$ cat config.mk
export PLATFORM = sky130hd
export DESIGN_NAME = window_fetch_ctrl
export DESIGN_NICKNAME = d
export VERILOG_FILES = /design/src/rtl/sobel_pkg.sv /design/src/rtl/neighbour_addr_gen.sv /design/src/rtl/window_fetch_ctrl.sv
export SDC_FILE = /design/constraint.sdc
export NUM_CORES = 1
export LEC_CHECK = 0
export ABC_CLOCK_PERIOD_IN_PS = 5900
export BUFFER_PORTS_ARGS = -buffer_cell sky130_fd_sc_hd__buf_4
export CAP_MARGIN = 20
export CELL_PAD_IN_SITES_DETAIL_PLACEMENT = 1
export CELL_PAD_IN_SITES_GLOBAL_PLACEMENT = 1
export CORE_MARGIN = 3
export CORE_UTILIZATION = 41
export CTS_CLUSTER_DIAMETER = 40
export DETAILED_ROUTE_END_ITERATION = 16
export PLACE_DENSITY = 0.89
export RECOVER_POWER = 100
export SYNTH_ARGS = -nofsm -noshare
export SYNTH_HDL_FRONTEND = slang
export SYNTH_SLANG_ARGS = --single-unit
$ cat constraint.sdc
create_clock -name clk -period 5.9 [get_ports clk]
set_input_delay 0.295 -clock clk [delete_from_list [all_inputs] [get_ports clk]]
set_output_delay 0.295 -clock clk [all_outputs]
set_load 0.01 [all_outputs]
$ cat src/rtl/sobel_pkg.sv
// sobel_pkg: shared types, default image geometry and 3x3 slot offsets for the window fetcher.
package sobel_pkg;
  typedef logic [7:0] pixel_t;
  typedef enum logic [2:0] {IDLE, CALC, ISSUE_RD, WAIT_RD, WIN_RDY, ISSUE_WR, WAIT_WR, DONE} state_t;
  localparam int IMG_W_DEF = 8;
  localparam int IMG_H_DEF = 8;
  localparam int OUT_BASE_DEF = 128;
  localparam int SLOT_DR [9] = '{-1, -1, -1, 0, 0, 0, 1, 1, 1};
  localparam int SLOT_DC [9] = '{-1, 0, 1, -1, 0, 1, -1, 0, 1};
endpackage

$ cat src/rtl/neighbour_addr_gen.sv
// neighbour_addr_gen: raster address and in-image flag for window slot k around a centre pixel.
module neighbour_addr_gen import sobel_pkg::*; #(
  parameter int IMG_W = IMG_W_DEF,
  parameter int IMG_H = IMG_H_DEF
) (
  input  logic [7:0] center,
  input  logic [3:0] slot,
  output logic [7:0] addr,
  output logic       in_img
);
  localparam int CW = $clog2(IMG_W);
  int row, col, nr, nc;
  always_comb begin
    row = int'(center) >> CW;
    col = int'(center) & (IMG_W - 1);
    nr = row + ((slot > 4'd8) ? 0 : SLOT_DR[slot]);
    nc = col + ((slot > 4'd8) ? 0 : SLOT_DC[slot]);
    // a centre beyond the image has no in-image neighbours at all
    in_img = (int'(center) < IMG_W * IMG_H) && (slot <= 4'd8) &&
             (nr >= 0) && (nr < IMG_H) && (nc >= 0) && (nc < IMG_W);
    addr = in_img ? 8'(nr * IMG_W + nc) : 8'd0;
  end
endmodule

$ cat src/rtl/window_fetch_ctrl.sv
// window_fetch_ctrl: gathers a 3x3 pixel window through Read_Write, then writes back the Sobel result.
module window_fetch_ctrl import sobel_pkg::*; #(
  parameter int IMG_W    = IMG_W_DEF,
  parameter int IMG_H    = IMG_H_DEF,
  parameter int OUT_BASE = OUT_BASE_DEF
) (
  input  logic        clk,
  input  logic        rst,
  input  logic        start,
  input  logic [7:0]  center_addr,
  output logic        start_read,
  output logic [7:0]  addr_r_mc,
  input  logic        read_data_done,
  input  pixel_t      data_r_o,
  output logic        start_write,
  output logic [7:0]  addr_w_mc,
  output pixel_t      data_w,
  input  logic        write_done,
  output logic [71:0] window,
  output logic        window_valid,
  input  pixel_t      result,
  input  logic        result_valid,
  output logic        active,
  output logic        done
);
  state_t state, state_n;
  logic [7:0] center, center_n, addr_r_n, addr_w_n, nb_addr;
  logic [3:0] k, k_n;
  logic [71:0] window_n;
  pixel_t data_w_n;
  logic nb_in;
  neighbour_addr_gen #(.IMG_W(IMG_W), .IMG_H(IMG_H)) u_nb (
    .center(center),
    .slot(k),
    .addr(nb_addr),
    .in_img(nb_in)
  );
  always_comb begin
    state_n = state;
    center_n = center;
    k_n = k;
    window_n = window;
    addr_r_n = addr_r_mc;
    addr_w_n = addr_w_mc;
    data_w_n = data_w;
    case (state)
      IDLE: if (start) begin
        center_n = center_addr;
        k_n = 4'd0;
        window_n = '0;
        state_n = CALC;
      end
      CALC: if (nb_in) begin
        addr_r_n = nb_addr;
        state_n = ISSUE_RD;
      end else begin
        k_n = k + 4'd1;
        state_n = (k == 4'd8) ? WIN_RDY : CALC;
      end
      ISSUE_RD: state_n = WAIT_RD;
      WAIT_RD: if (read_data_done) begin
        window_n[{k, 3'b000} +: 8] = data_r_o;
        k_n = k + 4'd1;
        state_n = (k == 4'd8) ? WIN_RDY : CALC;
      end
      WIN_RDY: if (result_valid) begin
        data_w_n = result;
        addr_w_n = 8'(OUT_BASE + int'(center));
        state_n = ISSUE_WR;
      end
      ISSUE_WR: state_n = WAIT_WR;
      WAIT_WR: state_n = write_done ? DONE : WAIT_WR;
      DONE: state_n = IDLE;
      default: state_n = IDLE;
    endcase
  end
  // strobes are registered from the next state so they line up with the state they belong to
  always_ff @(posedge clk or posedge rst) begin
    if (rst) begin
      state <= IDLE;
      center <= '0;
      k <= '0;
      window <= '0;
      addr_r_mc <= '0;
      addr_w_mc <= '0;
      data_w <= '0;
      start_read <= 1'b0;
      start_write <= 1'b0;
      window_valid <= 1'b0;
      active <= 1'b0;
      done <= 1'b0;
    end else begin
      state <= state_n;
      center <= center_n;
      k <= k_n;
      window <= window_n;
      addr_r_mc <= addr_r_n;
      addr_w_mc <= addr_w_n;
      data_w <= data_w_n;
      start_read <= state_n == ISSUE_RD;
      start_write <= state_n == ISSUE_WR;
      window_valid <= state_n == WIN_RDY;
      active <= state_n != IDLE;
      done <= state_n == DONE;
    end
  end
endmodule

### Yosys cells after proc, flatten, opt, wreduce, memory -nomap -nowiden

Memories as Yosys holds them, arrays and structs flattened.
Index checks and enable logic that the tools add are counted.

| storage, ports and cells | value |
|---|---|
| ROM bits | 1,024 |
| word-level logic and storage cells | 81 |
| input port bits | 30 |
| register bits after elaboration | 116 |
| memories | 2 |

| operators by class | value |
|---|---|
| eq/ne operators | 15 |
| add/subtract/negate cells | 6 |
| muxes and demuxes | 21 |
| reductions and logical operators | 14 |
| magnitude comparators | 8 |
| shift operators | 2 |
| bitwise logic cells | 1 |

Memory list:

| memory | depth | width | read ports | clocked after Yosys merged registers in | wr ports | line | RTL |
|---|---|---|---|---|---|---|---|
| (no name shown) | 16 | 32 | 1 | 0 | 0 | neighbour_addr_gen.sv:17 | `nc = col + ((slot > 4'd8) ? 0 : SLOT_DC[slot]);` |
| (no name shown) | 16 | 32 | 1 | 0 | 0 | neighbour_addr_gen.sv:16 | `nr = row + ((slot > 4'd8) ? 0 : SLOT_DR[slot]);` |

Operators with widths:

| operator | number |
|---|---|
| 32-bit 2-to-1 mux | 6 |
| 72-bit 2-to-1 mux | 2 |
| 72-bit case mux with 2 select lines | 1 |
| 72-bit bitwise mux | 1 |
| 8-bit by 9-bit variable shift with 72-bit output (first input constant) | 1 |
| 8-bit by 9-bit variable part select with 72-bit output | 1 |
| 32-bit by 1-bit greater-or-equal comparator with 1-bit output (second input constant) | 2 |
| 32-bit by 5-bit less-than comparator with 1-bit output (second input constant) | 2 |
| 4-bit by 32-bit adder with 32-bit output | 1 |
| 6-bit by 32-bit adder with 32-bit output | 1 |
| 3-bit case mux with 8 select lines | 1 |
| 3-bit equality test (second input constant) | 7 |
| 3-bit 2-to-1 mux | 5 |
| 4-bit 2-to-1 mux | 3 |
| 4-bit case mux with 3 select lines | 1 |
| 3-bit by 2-bit equality test with 1-bit output (second input constant) | 3 |
| 7-bit negator with 9-bit output | 1 |
| 8-bit adder | 1 |
| 8-bit adder (first input constant) | 1 |
| 8-bit by 7-bit less-than comparator with 1-bit output (second input constant) | 1 |
| 2-bit inequality test (second input constant) | 3 |
| 2-bit AND reduction | 3 |
| 3-bit nonzero test | 2 |
| 5-bit greater-or-equal comparator (second input constant) | 1 |
| 12 further kinds | 16 |

### Logic depth before layout (Yosys ltp)

| depth | value |
|---|---|
| depth after elaboration | 14 |
| mapped depth | 20 |
| depth with buffers taken out | 19 |

### Modules after synthesis

From an unflattened synthesis, not the netlist that was laid out.

| second synthesis, totals | value |
|---|---|
| cells, all modules | 486 |
| area, all modules | 6,002.0 µm² |

Modules (own cells, without submodules):

| module | instances | area each (µm²) | seq. area each (µm²) | cells an instance |
|---|---|---|---|---|
| window_fetch_ctrl | 1 | 4,899.7 | 2,902.8 | 370 |
| neighbour_addr_gen | 1 | 1,102.3 | 0.0 | 116 |

### Worst setup path after synthesis

No wires, ideal clock.

| path | value |
|---|---|
| kind | reg2reg |
| from | reg k[0] |
| to | reg addr_r_mc[7] |
| path buffers | 2 |
| slack | 1.110 ns |
| required time | 5.775 ns |
| stages on the path, launching flop included | 19 |
| arrival time | 4.666 ns |
| clock period less this slack | 4.790 ns |
| setup time | 0.125 ns |
| cell sequence | dfrtp_1 > clkbuf_1 > inv_1 > ha_1 > clkbuf_1 > a211oi_1 > ha_1 > o21ba_2 > ha_1 > inv_1 > ha_1 > inv_1 > fa_1 > inv_1 > a21o_1 > a21oi_1 > xnor2_1 > xnor2_1 > mux2_2 |

| on the way | value |
|---|---|
| longest elaborated chain between the ends | 12 |
| elaborated cells between the ends (all ways) | 24 |

Ends and longest elaborated chain:

| element | line | RTL |
|---|---|---|
| start: declaration | window_fetch_ctrl.sv:28 | `logic [3:0] k, k_n;` |
| start signal: assignment | window_fetch_ctrl.sv:95 | `k <= k_n;` |
| 4-bit NOT with 5-bit output (not written as such) | neighbour_addr_gen.sv:16, neighbour_addr_gen.sv:17 |  |
| memory 16 x 32 bit | -- |  |
| 32-bit 2-to-1 mux (not written as such) (2 in a row) | neighbour_addr_gen.sv:16 |  |
| 32-bit 2-to-1 mux | neighbour_addr_gen.sv:16 |  |
| 6-bit by 32-bit adder with 32-bit output | neighbour_addr_gen.sv:16 |  |
| 32-bit by 1-bit greater-or-equal comparator with 1-bit output | neighbour_addr_gen.sv:20 | `(nr >= 0) && (nr < IMG_H) && (nc >= 0) && (nc < IMG_W);` |
| 1-bit logical AND | neighbour_addr_gen.sv:19 | `in_img = (int'(center) < IMG_W * IMG_H) && (slot <= 4'd8) &&` |
| 1-bit logical AND (3 in a row) | neighbour_addr_gen.sv:20 |  |
| 2-bit AND reduction (no source line) | -- |  |
| end signal: assignment | window_fetch_ctrl.sv:97 | `addr_r_mc <= addr_r_n;` |
| end: declaration | window_fetch_ctrl.sv:12 | `output logic [7:0] addr_r_mc,` |

Several ways; a longest one is shown, not always the timed one. The select of a mux whose other input is x is not followed.
A chain may end at the register's enable or synchronous reset.

### Worst setup path after layout

| path | value |
|---|---|
| from | reg k[0] |
| to | reg k[0] |

| on the way | value |
|---|---|
| longest elaborated chain between the ends | 13 |
| elaborated cells between the ends (all ways) | 28 |

Ends and longest elaborated chain:

| element | line |
|---|---|
| 4-bit NOT with 5-bit output (not written as such) | neighbour_addr_gen.sv:16, neighbour_addr_gen.sv:17 |
| memory 16 x 32 bit | -- |
| 32-bit 2-to-1 mux (not written as such) (2 in a row) | neighbour_addr_gen.sv:16 |
| 32-bit 2-to-1 mux | neighbour_addr_gen.sv:16 |
| 6-bit by 32-bit adder with 32-bit output | neighbour_addr_gen.sv:16 |
| 32-bit by 1-bit greater-or-equal comparator with 1-bit output | neighbour_addr_gen.sv:20 |
| 1-bit logical AND | neighbour_addr_gen.sv:19 |
| 1-bit logical AND (3 in a row) | neighbour_addr_gen.sv:20 |
| 2-bit inequality test (no source line) | -- |
| 4-bit AND reduction (no source line) | -- |

Several ways; a longest one is shown, not always the timed one. The select of a mux whose other input is x is not followed.

==> qor.csv <==
metric,value,unit
postCtsSetupBuffers,0,
status,"finished, violations left",
synth_ff_type,dfrtp_1,
timing.final.crit_share,83.00,%
initial_utilization,42.06,%
fp.dieH,125.6,um
grt_start_max_net_pins,61,
coreArea,13930,um^2
period_minus_slack,4.897,ns
finalNetCount,787,
setup_slack,1.003,ns
syn_nets,668,
drtIter0Drc,304,
gp_congestion,0.9367,
synthSimpleGateAreaFrac,17.36,%
tritoncts,yes,
ant_nets,0,
finalHoldViolations,0,
syn_to_final_growth,22.93,%
grt.total_usage,23.22,%
syn_area,5861,um^2
max_cap_violations,2,
place_ws,1.325,ns
synth-compound-area-share,13.47,%
fillCellCount,1618,
vdd_drop_max,0.0002465,V
dp_hpwl,12.40,mm
syn-instance-count,605,
vias,5106,
antenna_found_initial,0,
drive_gt1_share,12.21,%
path_clk_slew,0.05,ns
grt_pass1_wl,29.06,mm
required,6.24,ns
max_freq,204.2,MHz
grt_pass1_vias,5418,
synth_seq_area_share,49.53,%
mostFrequentLayoutCell,dfrtp_1,
yosysWarnings,0,
via_per_inst,5.568,
wl_per_cell,19.58,um
async_flop_share,100.0,%
synthMuxAreaShare,5.615,%
cts-resized-gates,0,
port_buffers,130,
cts_buffers,17,
leakagePower,3.312,nW
synth-edff-count,0,
ys_seq_elements,116,
ctsRootBufferMaster,clkbuf_16,
dieArea,15770,um^2
synth_top_family_by_area,simple AND/OR/NAND/NOR gates,
netlist-cell-type-count,51,
p_total,4.199,mW
setup-tns-final,0,ns
placementRows,43,
cp-start-kind,flop,
cts.path.max_buffers,2,
overflow,0,
setup_viol,0,
synth-xor-area-share,1.345,%
synth_fa_ha_area_share,7.301,%
drv_slew,119,
hold_slack,0.1011,ns
drt_pre_antenna_iters,5,
hp-class,input pin to flop,
cp_max_fo,14,
final_cell_mix,"116 x dfrtp_1, 107 x clkbuf_1, 74 x nand2_1, 72 x o21ai_0, 58 x nand3_1",
failed_checks,"max-capacitance violations, max-slew violations",
powerDensity,582.9,nW/um^2
relSlewSlack,-109.6,%
worst_pin_slew,3.144,ns
synth.avg_cell_area,9.687,um^2
hold_buffers,0,
crit_path_end_kind,flop,
htreeDepth,4,
antennaDiodeCount,0,
place_area,6954,um^2
drc,0,
fin_worst_skew,0.005485,ns
clock_latency,0.42,ns
crit_type,flop to flop,
cts.sinks,116,
fin_area,7204,um^2
io_pins,131,
arrival,5.23,ns
wl,17.95,mm
rsz0062_at_grt,no,
die_x,125.6,um
-- area by class of cell --
type,instances,area [um^2],share of cell area [%]
Clock buffer,24,491.7,6.825
Clock inverter,8,146.4,2.032
Inverter,43,162.7,2.258
Multi-Input combinational cell,411,2645,36.71
Sequential cell,116,2903,40.29
Tap cell,180,225.2,3.126
Timing Repair Buffer,135,630.6,8.753
-- routing by layer --
layer / track usage (%) / vias to the layer above / wire, um
li1: - / 2336 / -
met1: 30.47 / 2543 / 7852
met2: 36.28 / 181 / 8621
met3: 6.151 / 46 / 977
met4: 10.33 / 0 / 502
met5: 0 / - / 0
-- stage by stage --
| stage | utilization [%] | cells |
|---|---|---|
| after floorplan | - | 605 |
| after CTS | 54.48 | 916 |
| after detailed placement | 49.91 | 884 |
| after global placement | 49.91 | 884 |
| after global routing | 51.70 | 917 |
| final | 51.70 | 917 |
-- synth_stat cells (2+ instances only) --
cell type	n	area [um^2]
nand3_1	58	290.3
o211ai_1	2	15.01
and2_1	2	12.51
nand2b_1	5	31.28
nor2b_1	2	12.51
buf_2	9	45.04
or3_1	3	18.77
nor4b_1	4	35.03
dfrtp_1	116	2903
nor3_1	11	55.05
mux2_2	23	259.0
a211oi_1	3	22.52
xnor2_1	6	52.55
xor2_1	3	26.28
or4_1	2	15.01
inv_1	42	157.7
o21ai_0	72	360.4
fa_1	2	40.04
clkbuf_1	24	90.09
nor4_1	4	25.02
a22o_1	16	140.1
ha_1	31	387.9
nor4bb_1	2	20.02
a21oi_1	19	95.09
nor3b_1	2	15.01
a21o_1	4	30.03
nand2_1	74	277.8
a32o_1	2	20.02
and3_1	2	12.51
nand4_1	4	25.02
mux2i_1	7	70.07
nand3b_1	2	15.01
o21a_1	2	15.01
nor2_1	28	105.1
-- worst paths after layout --
check	depth (start not counted)	slack (ns)	from	endpoint
max in group asynchronous	3	1.51	rst	window[61]
max	14	1.00	k[0]	k[0]
min in group asynchronous	2	0.59	rst	window[66]
max reg2reg	14	1.00	k[0]	k[0]
min	3	0.10	center_addr[2]	center[2]
min reg2reg	2	0.48	addr_r_mc[3]	addr_r_mc[3]
-- state kept, by name, summed over array words and instances, names as in the netlist --
register,cells
window,72
addr_r_mc,8
data_w,8
done,1
center,8
start_write,1
k,4
addr_w_mc,8
start_read,1
window_valid,1
state,3
active,1
-- report_power, final --
part | switching [mW] | internal [mW] | leakage, nW
logic | 1.18 | 0.811 | 1.44
clock network | 0.364 | 0.750 | 0.310
registers | 0.162 | 0.929 | 1.56
total | 1.71 | 2.49 | 3.31
-- logic make-up (layout without fill, tap and decap cells) --
group | count (synthesis) | count (layout)
AND/OR/NAND/NOR | 211 | 211
flip-flops | 116 | 116
AO/OA/AOI/OAI | 128 | 128
adder cells (fa/ha/maj) | 33 | 33
buffers and inverters | 78 | 210
XOR/XNOR | 9 | 9
multiplexers | 30 | 30
-- worst max-delay path: stages, from the launching register on --
cell       delay [ns]
dfrtp_1          0.51
inv_1            0.19
ha_1             0.38
a21oi_1          0.13
o21ai_0          0.27
ha_1             0.42
ha_1             0.42
o21ai_0          0.23
ha_1             0.25
nor4b_1          0.37
nand3_1          0.24
nor3_1           0.33
o2111ai_2        0.47
nand2_1          0.36
mux2i_1          0.24
Power figures use the tool's default switching activity.
